<file path="src/rtl/bcd_counter_ndigit.sv">
// Multi-digit BCD up/down counter with a free-running tick prescaler,
// parallel BCD load, wrap pulse and per-digit active-low 7-segment decode.
module bcd_counter_ndigit #(
  parameter int DIGITS   = 4,
  parameter int DIV_EXP  = 22,
  parameter bit BLANK_LZ = 1'b0
) (
  input  logic                clk,
  input  logic                reset,
  input  logic                enable,
  input  logic                up_dn,
  input  logic                load,
  input  logic [4*DIGITS-1:0] load_val,
  output logic [4*DIGITS-1:0] count_bcd,
  output logic [7*DIGITS-1:0] seg7_out,
  output logic                wrap,
  output logic                tick
);

  // Active-low segment pattern, bit0=a .. bit6=g.
  function automatic logic [6:0] seg_decode(input logic [3:0] digit);
    logic [6:0] seg;
    case (digit)
      4'd0:    seg = 7'b1000000;
      4'd1:    seg = 7'b1111001;
      4'd2:    seg = 7'b0100100;
      4'd3:    seg = 7'b0110000;
      4'd4:    seg = 7'b0011001;
      4'd5:    seg = 7'b0010010;
      4'd6:    seg = 7'b0000010;
      4'd7:    seg = 7'b1111000;
      4'd8:    seg = 7'b0000000;
      4'd9:    seg = 7'b0010000;
      default: seg = 7'b1111111;
    endcase
    return seg;
  endfunction

  // Non-decimal nibbles are forced to zero so the count never leaves BCD.
  function automatic logic [3:0] sanitize_digit(input logic [3:0] digit);
    logic [3:0] clean;
    if (digit > 4'd9) begin
      clean = 4'd0;
    end else begin
      clean = digit;
    end
    return clean;
  endfunction

  logic [DIV_EXP-1:0]  prescaler_r;
  logic [4*DIGITS-1:0] count_r;
  logic                wrap_r;
  logic                tick_s;
  logic                step_s;
  logic [4*DIGITS-1:0] load_clean_s;
  logic [4*DIGITS-1:0] step_next_s;
  logic                carry_s;
  logic [3:0]          digit_s;
  logic [7*DIGITS-1:0] seg_s;
  logic                zero_above_s;

  assign tick_s = &prescaler_r;
  assign step_s = enable & tick_s;

  // Free-running prescaler; only reset clears it.
  always_ff @(posedge clk or posedge reset) begin
    if (reset) begin
      prescaler_r <= '0;
    end else begin
      prescaler_r <= prescaler_r + DIV_EXP'(1);
    end
  end

  // Load value with invalid digits replaced by zero.
  always_comb begin
    load_clean_s = '0;
    for (int i = 0; i < DIGITS; i++) begin
      load_clean_s[4*i +: 4] = sanitize_digit(load_val[4*i +: 4]);
    end
  end

  // Ripple carry/borrow chain; carry surviving the top digit marks a wrap.
  always_comb begin
    step_next_s = count_r;
    carry_s     = 1'b1;
    digit_s     = 4'd0;
    for (int i = 0; i < DIGITS; i++) begin
      digit_s = count_r[4*i +: 4];
      if (carry_s) begin
        if (up_dn) begin
          if (digit_s == 4'd9) begin
            step_next_s[4*i +: 4] = 4'd0;
          end else begin
            step_next_s[4*i +: 4] = digit_s + 4'd1;
            carry_s               = 1'b0;
          end
        end else begin
          if (digit_s == 4'd0) begin
            step_next_s[4*i +: 4] = 4'd9;
          end else begin
            step_next_s[4*i +: 4] = digit_s - 4'd1;
            carry_s               = 1'b0;
          end
        end
      end else begin
        step_next_s[4*i +: 4] = digit_s;
      end
    end
  end

  // Count and wrap registers: load beats step beats hold.
  always_ff @(posedge clk or posedge reset) begin
    if (reset) begin
      count_r <= '0;
      wrap_r  <= 1'b0;
    end else if (load) begin
      count_r <= load_clean_s;
      wrap_r  <= 1'b0;
    end else if (step_s) begin
      count_r <= step_next_s;
      wrap_r  <= carry_s;
    end else begin
      count_r <= count_r;
      wrap_r  <= 1'b0;
    end
  end

  // Decode from the top digit down so leading zeros can be blanked.
  always_comb begin
    seg_s        = '1;
    zero_above_s = 1'b1;
    for (int i = DIGITS - 1; i >= 0; i--) begin
      zero_above_s = zero_above_s & (count_r[4*i +: 4] == 4'd0);
      if (BLANK_LZ && (i > 0) && zero_above_s) begin
        seg_s[7*i +: 7] = 7'b1111111;
      end else begin
        seg_s[7*i +: 7] = seg_decode(count_r[4*i +: 4]);
      end
    end
  end

  assign count_bcd = count_r;
  assign wrap      = wrap_r;
  assign tick      = tick_s;
  assign seg7_out  = seg_s;

endmodule

</file>
<file path="config.mk">
export PLATFORM = sky130hd
export DESIGN_NAME = bcd_counter_ndigit
export DESIGN_NICKNAME = d
export VERILOG_FILES = /design/src/rtl/bcd_counter_ndigit.sv
export SDC_FILE = /design/constraint.sdc
export NUM_CORES = 1
export LEC_CHECK = 0
export CAP_MARGIN = 20
export CORE_UTILIZATION = 41
export DETAILED_ROUTE_END_ITERATION = 8
export PLACE_DENSITY = 0.66
export SETUP_SLACK_MARGIN = 0.4
export SKIP_CTS_REPAIR_TIMING = 1
export SLEW_MARGIN = 20
export SYNTH_ARGS = -nofsm -noshare
export SYNTH_HDL_FRONTEND = slang
export SYNTH_SLANG_ARGS = --single-unit
</file>
<file path="constraint.sdc">
create_clock -name clk -period 3.2 [get_ports clk]
set_input_delay 0.48 -clock clk [delete_from_list [all_inputs] [get_ports clk]]
set_output_delay 0.48 -clock clk [all_outputs]
set_load 0.02 [all_outputs]
</file>
After elaboration in Yosys (flattened, before gate mapping)
Memories as Yosys holds them, arrays and structs flattened.
Cells that the tools add are included.
{"block": "op_classes", "addsub": 9, "magnitude_cmp": 4, "n_eq_ne": 4, "n_mux": 38, "bitwise": 1, "n_reduce_logical": 12}
{"cell": "2-to-1 mux 4 bit", "n": 19}
{"cell": "2-to-1 mux 16 bit", "n": 2}
{"cell": "adder 22 x 1 -> 22 bit, second input constant", "n": 1}
{"cell": "AND reduction 22 bit", "n": 1}
{"cell": "2-to-1 mux 1 bit", "n": 17}
{"cell": "adder 4 x 1 -> 4 bit, second input constant", "n": 4}
{"cell": "equality test 4 bit, second input constant", "n": 4}
{"cell": "greater-than comparator 4 bit, second input constant", "n": 4}
{"cell": "zero test 4 bit", "n": 4}
{"cell": "subtractor 4 x 1 -> 4 bit, second input constant", "n": 4}
{"cell": "nonzero test 2 bit", "n": 4}
{"cell": "AND reduction 2 bit", "n": 3}
{"cell": "AND 1 bit", "n": 1}
{"block": "word_totals", "register_bits": 39, "rom_bits": 448, "elab_cells": 78, "memories": 4}
{"memory": "(name not given)", "depth": 16, "width": 7, "rd": 1, "rd_clocked_by_memory_dff": 0, "write_ports": 0, "line": "23", "rtl": "case (digit)"}
{"memory": "(name not given)", "depth": 16, "width": 7, "rd": 1, "rd_clocked_by_memory_dff": 0, "write_ports": 0, "line": "23"}
{"memory": "(name not given)", "depth": 16, "width": 7, "rd": 1, "rd_clocked_by_memory_dff": 0, "write_ports": 0, "line": "23"}
{"memory": "(name not given)", "depth": 16, "width": 7, "rd": 1, "rd_clocked_by_memory_dff": 0, "write_ports": 0, "line": "23"}

Logic depth before layout (Yosys ltp)
{"block": "depth", "ltp_word": 8, "ltp_mapped": 8, "ltp_nobuf": 7}

Worst setup path after synthesis
Ideal clock, no wire load.
{"block": "synth_timing", "kind": "register -> register", "start": "register count_r[4] (netlist: count_bcd[4])", "end": "register count_r[9] (netlist: count_bcd[9])", "t_arrival_ns": 2.424, "setup_slack_ns": 0.655, "stages_incl_launch_ff": 9, "n_path_buf": 1, "period_less_slack_ns": 2.545, "cell_sequence": "dfrtp_1 clkbuf_1 inv_1 ha_1 or3b_1 o21ai_0 nand4_4 a311o_1 a32o_1"}
{"block": "synth_between", "elab_chain_cells": 6}
{"item": "start, declared", "line": "51", "rtl": "logic [4*DIGITS-1:0] count_r;"}
{"item": "start signal, assigned", "line": "117", "rtl": "count_r <= load_clean_s;"}
{"item": "start signal, assigned", "line": "120", "rtl": "count_r <= step_next_s;"}
{"item": "start signal, assigned", "line": "123", "rtl": "count_r <= count_r;"}
{"item": "equality test 4 bit / zero test 4 bit (equally long branches)"}
{"item": "2-to-1 mux 1 bit (on tied branches)", "line": "91, 98"}
{"item": "2-to-1 mux 1 bit (*)", "line": "90", "rtl": "if (up_dn) begin"}
{"item": "2-to-1 mux 1 bit (*)", "line": "89", "rtl": "if (carry_s) begin"}
{"item": "nonzero test 2 bit (no line) (*)"}
{"item": "AND reduction 2 bit (no line) (*)"}
Every way passes the cells marked *; elsewhere a longest branch is shown, timed or not.
A chain may end at the register's enable or synchronous reset.

Final worst setup path
{"block": "layout_timing", "start": "register count_r[1] (netlist: count_bcd[1])", "end": "output port seg7_out[0]"}
{"block": "layout_between", "elab_chain_cells": 1}
{"item": "memory read (16 x 7 bit)"}
{"item": "end, declared", "line": "15", "rtl": "output logic [7*DIGITS-1:0] seg7_out,"}
No other way between the ends.

==> key figures <==
Outcome
  – Status: complete, no violations

Place
  – Routability cong.: between 0.8 and 0.9
  – Post-DP HPWL: between 6000 and 7000 um
  – Port bufs: 66

STA
  – Worst Skew: between 0.005 and 0.006 ns
  – Setup_tns: 0 ns
  – Final hold violation count: 0
  – Pins Over Slew Limit: 0
  – Pin slew with the least headroom to its limit: 0.642 ns
  – Fin Hold WS: around 0.45 ns
  – RSZ-0062 raised after global routing: yes
  – Worst rel slew slack: 57.2%
  – Final setup violation count: 0
  – Fmax: 368 MHz
  – Fin crit share: approximately 85%
  – Final Critical Period: approximately 2.7 ns

Final layout
  – Nets: 506
  – Final core utilization: a little over half
  – Reg area: a little under 0.001 sq mm
  – Antenna diode count: 0
  – Fillers: 737
  – Area growth, synth to finish: 29.1%
  – Area occupied by multi-input gates: roughly 0.0021 sq mm
  – Layout cell share with drive strength beyond 1: between 10% and 20%

Route
  – Routed length per placed instance: 14.6 um
  – DRC errors left: 0
  – WL final: about 8300 um
  – DRT Pass-1 Iters: 4
  – Vias: approximately 3200
  – Initial DRC count: approximately 160
  – Vias/cell: 5.60
  – Antenna viol nets, final: 0

Synth
  – Syn Nets: approximately 440
  – Most frequent cells after synthesis: nand2_1 (40), dfrtp_1 (39), nor2_1 (37)
  – Top-count cell post-synth: nand2_1
  – Sequential share of the synthesized area: about 30%
  – Post-synthesis cell type count: 60
  – Syn Area/Cell: just over 8 sq um
  – Dominant synthesized flop cell: dfrtp_1
  – Synth area leaders: dfrtp_1 (30%), ha_1 (8.1%), o21ai_0 (5.3%)
  – Share of the synthesized area in the top cell type: a little over 30%
  – Ys async rst share: between 90% and 100%
  – Synth area leader: dfrtp_1
  – Synthesis-stage register bit count: 39
  – Yosys warns: 0
  – Syn Std Cell Area: approximately 0.0032 sq mm
  – Syn Inst Count: between 300 and 400
  – Number of enable flip-flop cells after synthesis: 0

Clock network
  – CTS clock-pin slew for the worst setup and hold paths: 0.08 ns
  – Clk root buf: clkbuf_8
  – TritonCTS clock tree: yes
  – H-tree Lvls: 2
  – CTS Buf Count: 5
  – Clock Sinks: 39
  – Worst skew pair latency: roughly 0.29 ns
  – Longest Clk Path Bufs: 2

Worst setup path
  – WS Path Type: reg -> out
  – CP bufs+invs: 2
  – Slowest stage delay, CP: roughly 0.55 ns
  – CP Capture Type: primary output
  – CP top delay family: buffers and inverters
  – WP data arrival: roughly 2.2 ns
  – Critical Path Fanout Max: 7
  – CP required: about 2.7 ns
  – Worst Setup Start Kind: register
  – CP max-delay cell: clkdlybuf4s50_1
  – Crit-path cells: inv_1, ha_1, or2_2, a21oi_1, a31oi_1, clkdlybuf4s50_1

Flow run
  – Max-Cap Viols: 0

Floorplanning
  – DIE AREA: approximately 0.0082 sq mm
  – Initial core utilization: a little over two fifths
  – Core ar.: between 0.007 and 0.008 sq mm
  – # rows: 32
  – Width of the die: ~90 um
  – Vert. Die Dim: between 90 and 100 um
  – I/O Pins: 67

Global route
  – Met3 Track Usage GR: about 5.1%
  – Vias in the first global route: 3007
  – Top Usage Layer GRT: met2
  – M2 GR Usage: 34.3%
  – First-pass GRT wire length: between 10000 and 15000 um
  – Largest net degree at the start of global routing: 40
  – Initial antenna violation count: 0
  – Grt met1 use: about a quarter
  – Grt ovf: 0
  – Total Routing Usage GR: 20.4%

Power
  – Power per cell area: around 360 mW/mm^2
  – Sequential share of power: ~37%
  – Net switching fraction of the power: between 30 and 40%
  – Power Total: between 0.001 and 0.0015 W
  – Sw power: 0.000543 W
  – Worst vdd ir: 0.000219 V
  – Pleak: roughly 1.9 nW
  – Logic pwr share: between 30% and 40%
  – Internal power: between 0.0009 and 0.001 W
  – Clock power share: between 20% and 30%

Worst hold path
  – HP Class: reg -> reg
per-layer routing:
layer	vias up	part of all wire, %
met5	-	0
met1	1500	45
met4	0	1.3
met3	11	5.2
li1	1579	-
met2	88	48
worst register-to-register path, cell delays in order (launching register included):
cell	delay [ns]
dfrtp_2	0.47
inv_1	0.16
ha_1	0.26
or3b_1	0.46
o21ai_0	0.32
nand4_4	0.19
a311o_1	0.37
a32o_1	0.25
cell families after synthesis:
group	count (synthesis)	share of synthesized area [%]
AOI/OAI and AO/OA	108	21.8
xor gates and xnor gates	24	6.50
adders and majority gates	21	8.13
buffers and inverters	44	5.42
DFF	39	30.2
muxes	9	2.79
and+or+nand+nor	152	25.2
power by group through the flow:
stage	logic, W	registers (W)	clock network [W]
floorplan	0.000346	0.000558	0
global placement	0.000579	0.000562	0
detailed placement	0.000583	0.000563	0
CTS	0.000585	0.000553	0.000368
global route	0.000641	0.000560	0.000395
finish	0.000590	0.000555	0.000354
flip-flops by register name, summed over array words and instances (netlist names):
register / cells
wrap: 1
prescaler_r: 22
count_bcd: 16
layout make-up:
cell class	instances	share of cell area [%]
clock buffer	6	1.98
timing repair buffer	80	18.7
inverter	24	2.25
sequential	39	23.7
multi-input combinational	314	49.9
clock inverter	2	0.390
tap	102	3.06
worst paths after layout:
path / start / endpoint / slack (ns) / cells after the start
hold reg to reg: prescaler_r[0] / prescaler_r[0] / 0.45 / 1
hold / removal: prescaler_r[0] / prescaler_r[0] / 0.45 / 1
max in group asynchronous: reset / count_bcd[12] / 2.20 / 3
min in group asynchronous: reset / prescaler_r[15] / 0.62 / 3
setup reg to reg: count_bcd[5] / count_bcd[9] / 0.60 / 7
setup / recovery: count_bcd[1] / seg7_out[0] / 0.49 / 6
through the flow:
stage | instances | area [sq um] | worst slack (ns)
after CTS | 562 | 4100 | 0.319
after global placement | 554 | 4000 | 0.582
after floorplan | 397 | 3230 | 0.655
after detailed placement | 554 | 4000 | 0.564
after global routing | 567 | 4170 | 0.372
final | 567 | 4170 | 0.486
layout by cell type (no fill, tap or decap), drive strengths merged, types with 5 or more instances in the layout:
cell type	Yosys	routed
clkbuf	15	6
xor2	12	12
xnor2	12	12
ha	21	21
a21oi	19	19
o21ai	34	34
dlymetal6s2s	0	6
nor3	14	14
or2	5	5
inv	20	20
o211ai	6	6
dfrtp	39	39
mux2i	9	9
nand4	11	11
a31oi	18	18
nand2	40	40
nand3	19	19
clkdlybuf4s50	0	60
nor2	37	37
buf	5	14
Note: power is estimated with default switching activity, not from simulation.
==> RTL edit 1, RTL diff (config.mk and constraints unchanged) <==
Put a register stage on the outputs `seg7_out` and `tick`. The values now appear one clock later. The other outputs are not delayed to match.
--- a/src/rtl/bcd_counter_ndigit.sv
+++ b/src/rtl/bcd_counter_ndigit.sv
@@ -141,8 +141,10 @@
 
   assign count_bcd = count_r;
   assign wrap      = wrap_r;
-  assign tick      = tick_s;
-  assign seg7_out  = seg_s;
+  always_ff @(posedge clk) begin
+    seg7_out <= seg_s;
+    tick     <= tick_s;
+  end
 
 endmodule
 
Function: changed (a bounded check fails within 4 cycles, from zero or initial values and one cycle with reset high).
==> RTL edit 1 against the original RTL <==
  * Synthesized cell count grew 8.1%
  * Final area increased by 15%
  * Via count increased by 1.2%
  * Critical path type is now flip-flop to flip-flop
  * Total power increased by 61%
  * Sequential cell count rose by 29
  * Wire length is 5.4% higher
  * Critical path depth grew 2
  * Synthesized area is 18% higher
  * Clock skew rose by 0.0036 ns
  * Worst setup slack better by 0.049 ns
  * Combinational power is 6.4% lower
  * Non-clock buffer count decreased by 6
==> RTL edit 1: results (changes against the original RTL) <==
stage,metric,value,unit,change
status,outcome,finished clean,,unchanged
timing,finalSetupViolCount,0,,unchanged
min_path,hp-class,flip-flop to flip-flop,,unchanged
timing,timing.final.crit_period,2.66,ns,was 2.71 ns
finish,largest_reg_flops,28,,was 22
timing,holdWs,0.446,ns,was 0.452 ns
routing,dr_total_vias,3215,,was 3178
routing,wl_per_cell,14.3,um,was 14.6 um
finish,insertedDiodeCount,0,,unchanged
cts,cts.path.max_buffers,2,,unchanged
timing,skew,0.00929,ns,was 0.00565 ns
logic_synthesis,yosysSeqAreaShare,41.0,%,was 30.2%
cts,clkTransAtPathRegs,0.08,ns,about the same
global_routing,grt_pass1_vias,3138,,was 3007
routing,met3_length,328,um,was 429 um
cts,htree_levels,3,,was 2
routing,wl_met1,4.33,mm,was 3.75 mm
timing,relSlewSlack,64.1,%,was 57.2%
critical_path,timing.rr.start,count_bcd[5],,unchanged
logic_synthesis,syn_nets,471,,was 439
critical_path,cp.arrival,2.94,ns,was 2.23 ns
pwr,leakage,2.08,nW,was 1.86 nW
cts,numCtsBuffers,9,,was 5
critical_path,slowest_delay,0.51,ns,was 0.55 ns
logic_synthesis,yosysWarnings,0,,unchanged
critical_path,crit_type,flip-flop to flip-flop,,was flip-flop to output port
critical_path,cp_top_family,simple AND/OR/NAND/NOR gates,,was buffers and inverters
critical_path,cpMaxStageDelayCell,dfrtp_1,,was clkdlybuf4s50_1
logic_synthesis,ys_types,58,,was 60
min_path,min_path_cells,1,,unchanged
critical_path,rr_worst_depth,8,,was 7
routing,drt_pass1_iterations,7,,was 4
finish,drive_above_1_share,9.42,%,was 10.1%
pwr,peakVddDrop,0.244,mV,was 0.219 mV
routing,wl_met2,3.92,mm,was 3.98 mm
pwr,p_switching,0.708,mW,was 0.543 mW
place,place_ws,0.321,ns,was 0.564 ns
critical_path,cp_max_fo,10,,was 7
logic_synthesis,synth.area.top_cells,"dfrtp_1 26%, dfxtp_1 15%, ha_1 6.9%",,"was dfrtp_1 30%, ha_1 8.1%, o21ai_0 5.3%"
global_routing,grt_use_total,19.0,%,was 20.4%
place,gp_congestion,0.870,,was 0.855
logic_synthesis,synthArstFlopShare,57.4,%,was 100%
cts,clk_latency,0.35,ns,was 0.29 ns
critical_path,critPathCapture,count_bcd[15],,was seg7_out[0]
routing,dr.first_iter.drc_count,117,,was 164
global_routing,grt_pass1_wl,14.7,mm,was 13.8 mm
critical_path,r2r_slack,0.54,ns,was 0.60 ns
finish,nets,536,,was 506
place,dp_hpwl,6.12,mm,was 6.11 mm
logic_synthesis,synthTopCellsByCount,"41 x nor2_1, 40 x o21ai_0, 39 x dfrtp_1, 39 x nand2_1, 29 x dfxtp_1",,"was 40 x nand2_1, 39 x dfrtp_1, 37 x nor2_1"
global_routing,grt_max_degree,40,,unchanged
finish,regMostFlops,seg7_out,,was prescaler_r
[RTL edit 1: how the worst min path moves through the flow]
stage | start | endpoint
detailed placement | prescaler_r[0] | prescaler_r[0]
CTS | prescaler_r[0] | prescaler_r[0]
finish | prescaler_r[0] | prescaler_r[0]
global route | prescaler_r[0] | prescaler_r[0]
global placement | prescaler_r[0] | prescaler_r[0]
floorplan | prescaler_r[0] | prescaler_r[0]
[RTL edit 1: cells by family (layout without fill, tap and decap cells)]
kind of cell	Yosys count	after routing	share of synthesized area [%]
compound gates	99	99	15.4
xor+xnor	21	21	4.84
fa+ha+maj	21	21	6.92
buf+inv	38	108	4.48
flops	68	68	41.0
mux	13	13	3.46
simple gates	169	169	23.9
[RTL edit 1: stage by stage]
| step | utilization [%] | total power, mW | cell area [um2] | cells |
|---|---|---|---|---|
| 6_report | 54.4 | 2.41 | 4810 | 607 |
| 5_1_grt | 54.4 | 2.53 | 4810 | 607 |
| 4_1_cts | 54.2 | 2.42 | 4790 | 606 |
| 3_5_place_dp | 51.4 | 1.55 | 4540 | 590 |
| 3_3_place_gp | 51.4 | 1.55 | 4540 | 590 |
| 2_1_floorplan | - | 1.32 | 3800 | 429 |
[RTL edit 1: per-layer routing]
layer	GRT usage [%]	up-vias
li1	-	1647
met1	26.3	1481
met2	29.0	74
met3	4.01	13
met4	7.46	0
met5	0	-
[RTL edit 1: area by class of cell]
class | instances | area (um2)
fill | 814 | 4040
multi-input combinational | 323 | 2080
sequential | 68 | 1560
timing repair buffer | 74 | 721
tap | 108 | 135
clock inverter | 7 | 125
clock buffer | 9 | 124
inverter | 18 | 67.6
[RTL edit 1: power groups by stage]
stage	clock (mW)	combinational, mW	sequential [mW]
3_5_place_dp	0	0.549	1.00
2_1_floorplan	0	0.244	1.07
3_3_place_gp	0	0.545	1.00
5_1_grt	0.932	0.606	0.997
4_1_cts	0.888	0.553	0.984
6_report	0.875	0.552	0.986
==> RTL edit 2, RTL diff (same settings) <==
Without the edit above. The parameter `BLANK_LZ` goes from 1'b0 to 1'b1.
--- a/src/rtl/bcd_counter_ndigit.sv
+++ b/src/rtl/bcd_counter_ndigit.sv
@@ -3,7 +3,7 @@
 module bcd_counter_ndigit #(
   parameter int DIGITS   = 4,
   parameter int DIV_EXP  = 22,
-  parameter bit BLANK_LZ = 1'b0
+  parameter bit BLANK_LZ = 1'b1
 ) (
   input  logic                clk,
   input  logic                reset,
Behaviour: not the same (Yosys sat finds a counterexample within 4 cycles, from zero or initial values and one cycle with reset high).
==> RTL edit 2 against the original RTL <==
  * Worst setup slack lost 0.0057 ns
  * Wire length grew 1.4%
  * First-iteration DRC count shrank 30%
  * Die area grew 3.0%
  * Synthesized area grew 3.1%
  * Count of clock-buffer cells in the layout is the same
  * Hold slack gained 0.029 ns
  * Sequential cell count is the same
  * Final area grew 3.8%
  * Clock skew is essentially flat
  * Total power grew 1.5%
  * Critical path type unchanged
  * Critical endpoint is now seg7_out[10]
  * Largest power group unchanged
==> RTL edit 2: results (changes against the original RTL) <==
stage,metric,value,unit,change
place,io_buffers,66,,unchanged
logic_synthesis,yosysWarnings,0,,unchanged
routing,antenna_left,0,,unchanged
logic_synthesis,synthTopCellsByCount,"41 x nand2_1, 39 x dfrtp_1, 34 x nor2_1, 34 x o21ai_0, 30 x a21oi_1",,"was 40 x nand2_1, 39 x dfrtp_1, 37 x nor2_1"
finish,multi_input_area_share,51.9,%,was 49.9%
global_routing,grt_pass1_vias,3074,,was 3007
finish,regArea,982,um2,was 987 um2
global_routing,grt_use_total,20.1,%,was 20.4%
cts,cts_root_buf,clkbuf_8,,unchanged
place,placed_cell_area,0.00415,mm2,was 0.00400 mm2
finish,nNonClkBuffers,82,,was 80
cts,cts.path.max_buffers,2,,unchanged
critical_path,r2r_end,count_bcd[15],,was count_bcd[9]
timing,skew,0.00579,ns,was 0.00565 ns
routing,dr.first_iter.drc_count,115,,was 164
finish,design_area,0.00433,mm2,was 0.00417 mm2
routing,viasPerCell,5.57,,was 5.60
cts,numCtsBuffers,5,,unchanged
status,outcome,finished clean,,unchanged
logic_synthesis,synthArstFlopShare,100,%,unchanged
global_routing,grt_pass1_wl,14.3,mm,was 13.8 mm
critical_path,cp_max_fo,4,,was 7
min_path,hold_end,prescaler_r[0],,unchanged
logic_synthesis,syn_nets,458,,was 439
pwr,peakVddDrop,0.183,mV,was 0.219 mV
logic_synthesis,synth_cells,413,,was 397
place,place_inst,575,,was 554
finish,largest_reg_flops,22,,unchanged
global_routing,grt_max_degree,40,,unchanged
finish,clk_share,1.97,%,was 2.37%
pwr,leakage,1.99,nW,was 1.86 nW
critical_path,timing.rr.start,count_bcd[4],,was count_bcd[5]
finish,drive_above_1_share,11.0,%,was 10.1%
min_path,hp-class,flip-flop to flip-flop,,unchanged
critical_path,startpoint,count_bcd[9],,was count_bcd[1]
place,place_ws,0.0443,ns,was 0.564 ns
routing,totalWireLength,8.38,mm,was 8.26 mm
finish,buf_share,18.5,%,was 18.7%
min_path,min_path_cells,1,,unchanged
finish,filler_cell_count,739,,was 737
cts,htree_levels,2,,unchanged
finish,seq_cell_count,39,,unchanged
finish,regMostFlops,prescaler_r,,unchanged
cts,clkTransAtPathRegs,0.08,ns,about the same
finish,multi_input_gates,331,,was 314
pwr,internal_power,0.957,mW,was 0.955 mW
place,dp_hpwl,6.10,mm,was 6.11 mm
logic_synthesis,yosysSeqAreaShare,29.3,%,was 30.2%
logic_synthesis,synth.area.top_cells,"dfrtp_1 29%, ha_1 9.0%, o21ai_0 5.1%",,"was dfrtp_1 30%, ha_1 8.1%, o21ai_0 5.3%"
logic_synthesis,synth_ff_type,dfrtp_1,,unchanged
finish,nets,527,,was 506
timing,relSlewSlack,54.3,%,was 57.2%
finish,nClkBuffers,6,,unchanged
floorplanning,taps,102,,unchanged
routing,dr_total_vias,3259,,was 3178
finish,n_all_inverters,23,,was 24
timing,holdWs,0.481,ns,was 0.452 ns
place,gp_congestion,0.838,,was 0.855
RTL edit 2: critical path: stages, from the launching register on:
cell and delay [ns]:
dfrtp_1 0.38, inv_1 0.12, ha_1 0.17, or3b_4 0.41, nor3_4 0.20, a21oi_2 0.13, a21oi_1 0.18, o22a_1 0.14
dlymetal6s2s_1 0.22
RTL edit 2: per-layer routing:
metal	vias to the layer above	routed length, um	global-route usage [%]
met5	-	0	0
met4	0	21	3.13
met3	2	392	2.74
met2	88	3970	33.0
met1	1546	3990	28.5
li1	1623	-	-
RTL edit 2: power by group through the flow:
stage	registers [mW]	logic, mW	clock network [mW]
4_1_cts	0.540	0.646	0.337
6_report	0.541	0.650	0.329
5_1_grt	0.546	0.713	0.358
3_5_place_dp	0.549	0.642	0
2_1_floorplan	0.559	0.371	0
3_3_place_gp	0.549	0.641	0
RTL edit 2: worst max path at each step:
stage                               to  slack (ns)  depth (start not counted)
final                     seg7_out[10]        0.48                          8
after global routing      seg7_out[10]        0.37                          8
after CTS                 seg7_out[10]       -0.29                          8
after detailed placement  seg7_out[10]        0.04                          8
after global placement    seg7_out[10]        0.13                          8
after floorplan           seg7_out[11]        0.40                          8
RTL edit 2: logic make-up (layout without fill, tap and decap cells):
kind of cell / Yosys count / in the layout / share of synthesized area, %
adder cells (fa/ha/maj): 24 / 24 / 9.02
buffers and inverters: 43 / 113 / 5.11
XOR/XNOR: 22 / 22 / 5.78
AND/OR/NAND/NOR: 156 / 156 / 25.3
multiplexers: 12 / 12 / 3.76
AO/OA/AOI/OAI: 117 / 117 / 21.7
flip-flops: 39 / 39 / 29.3
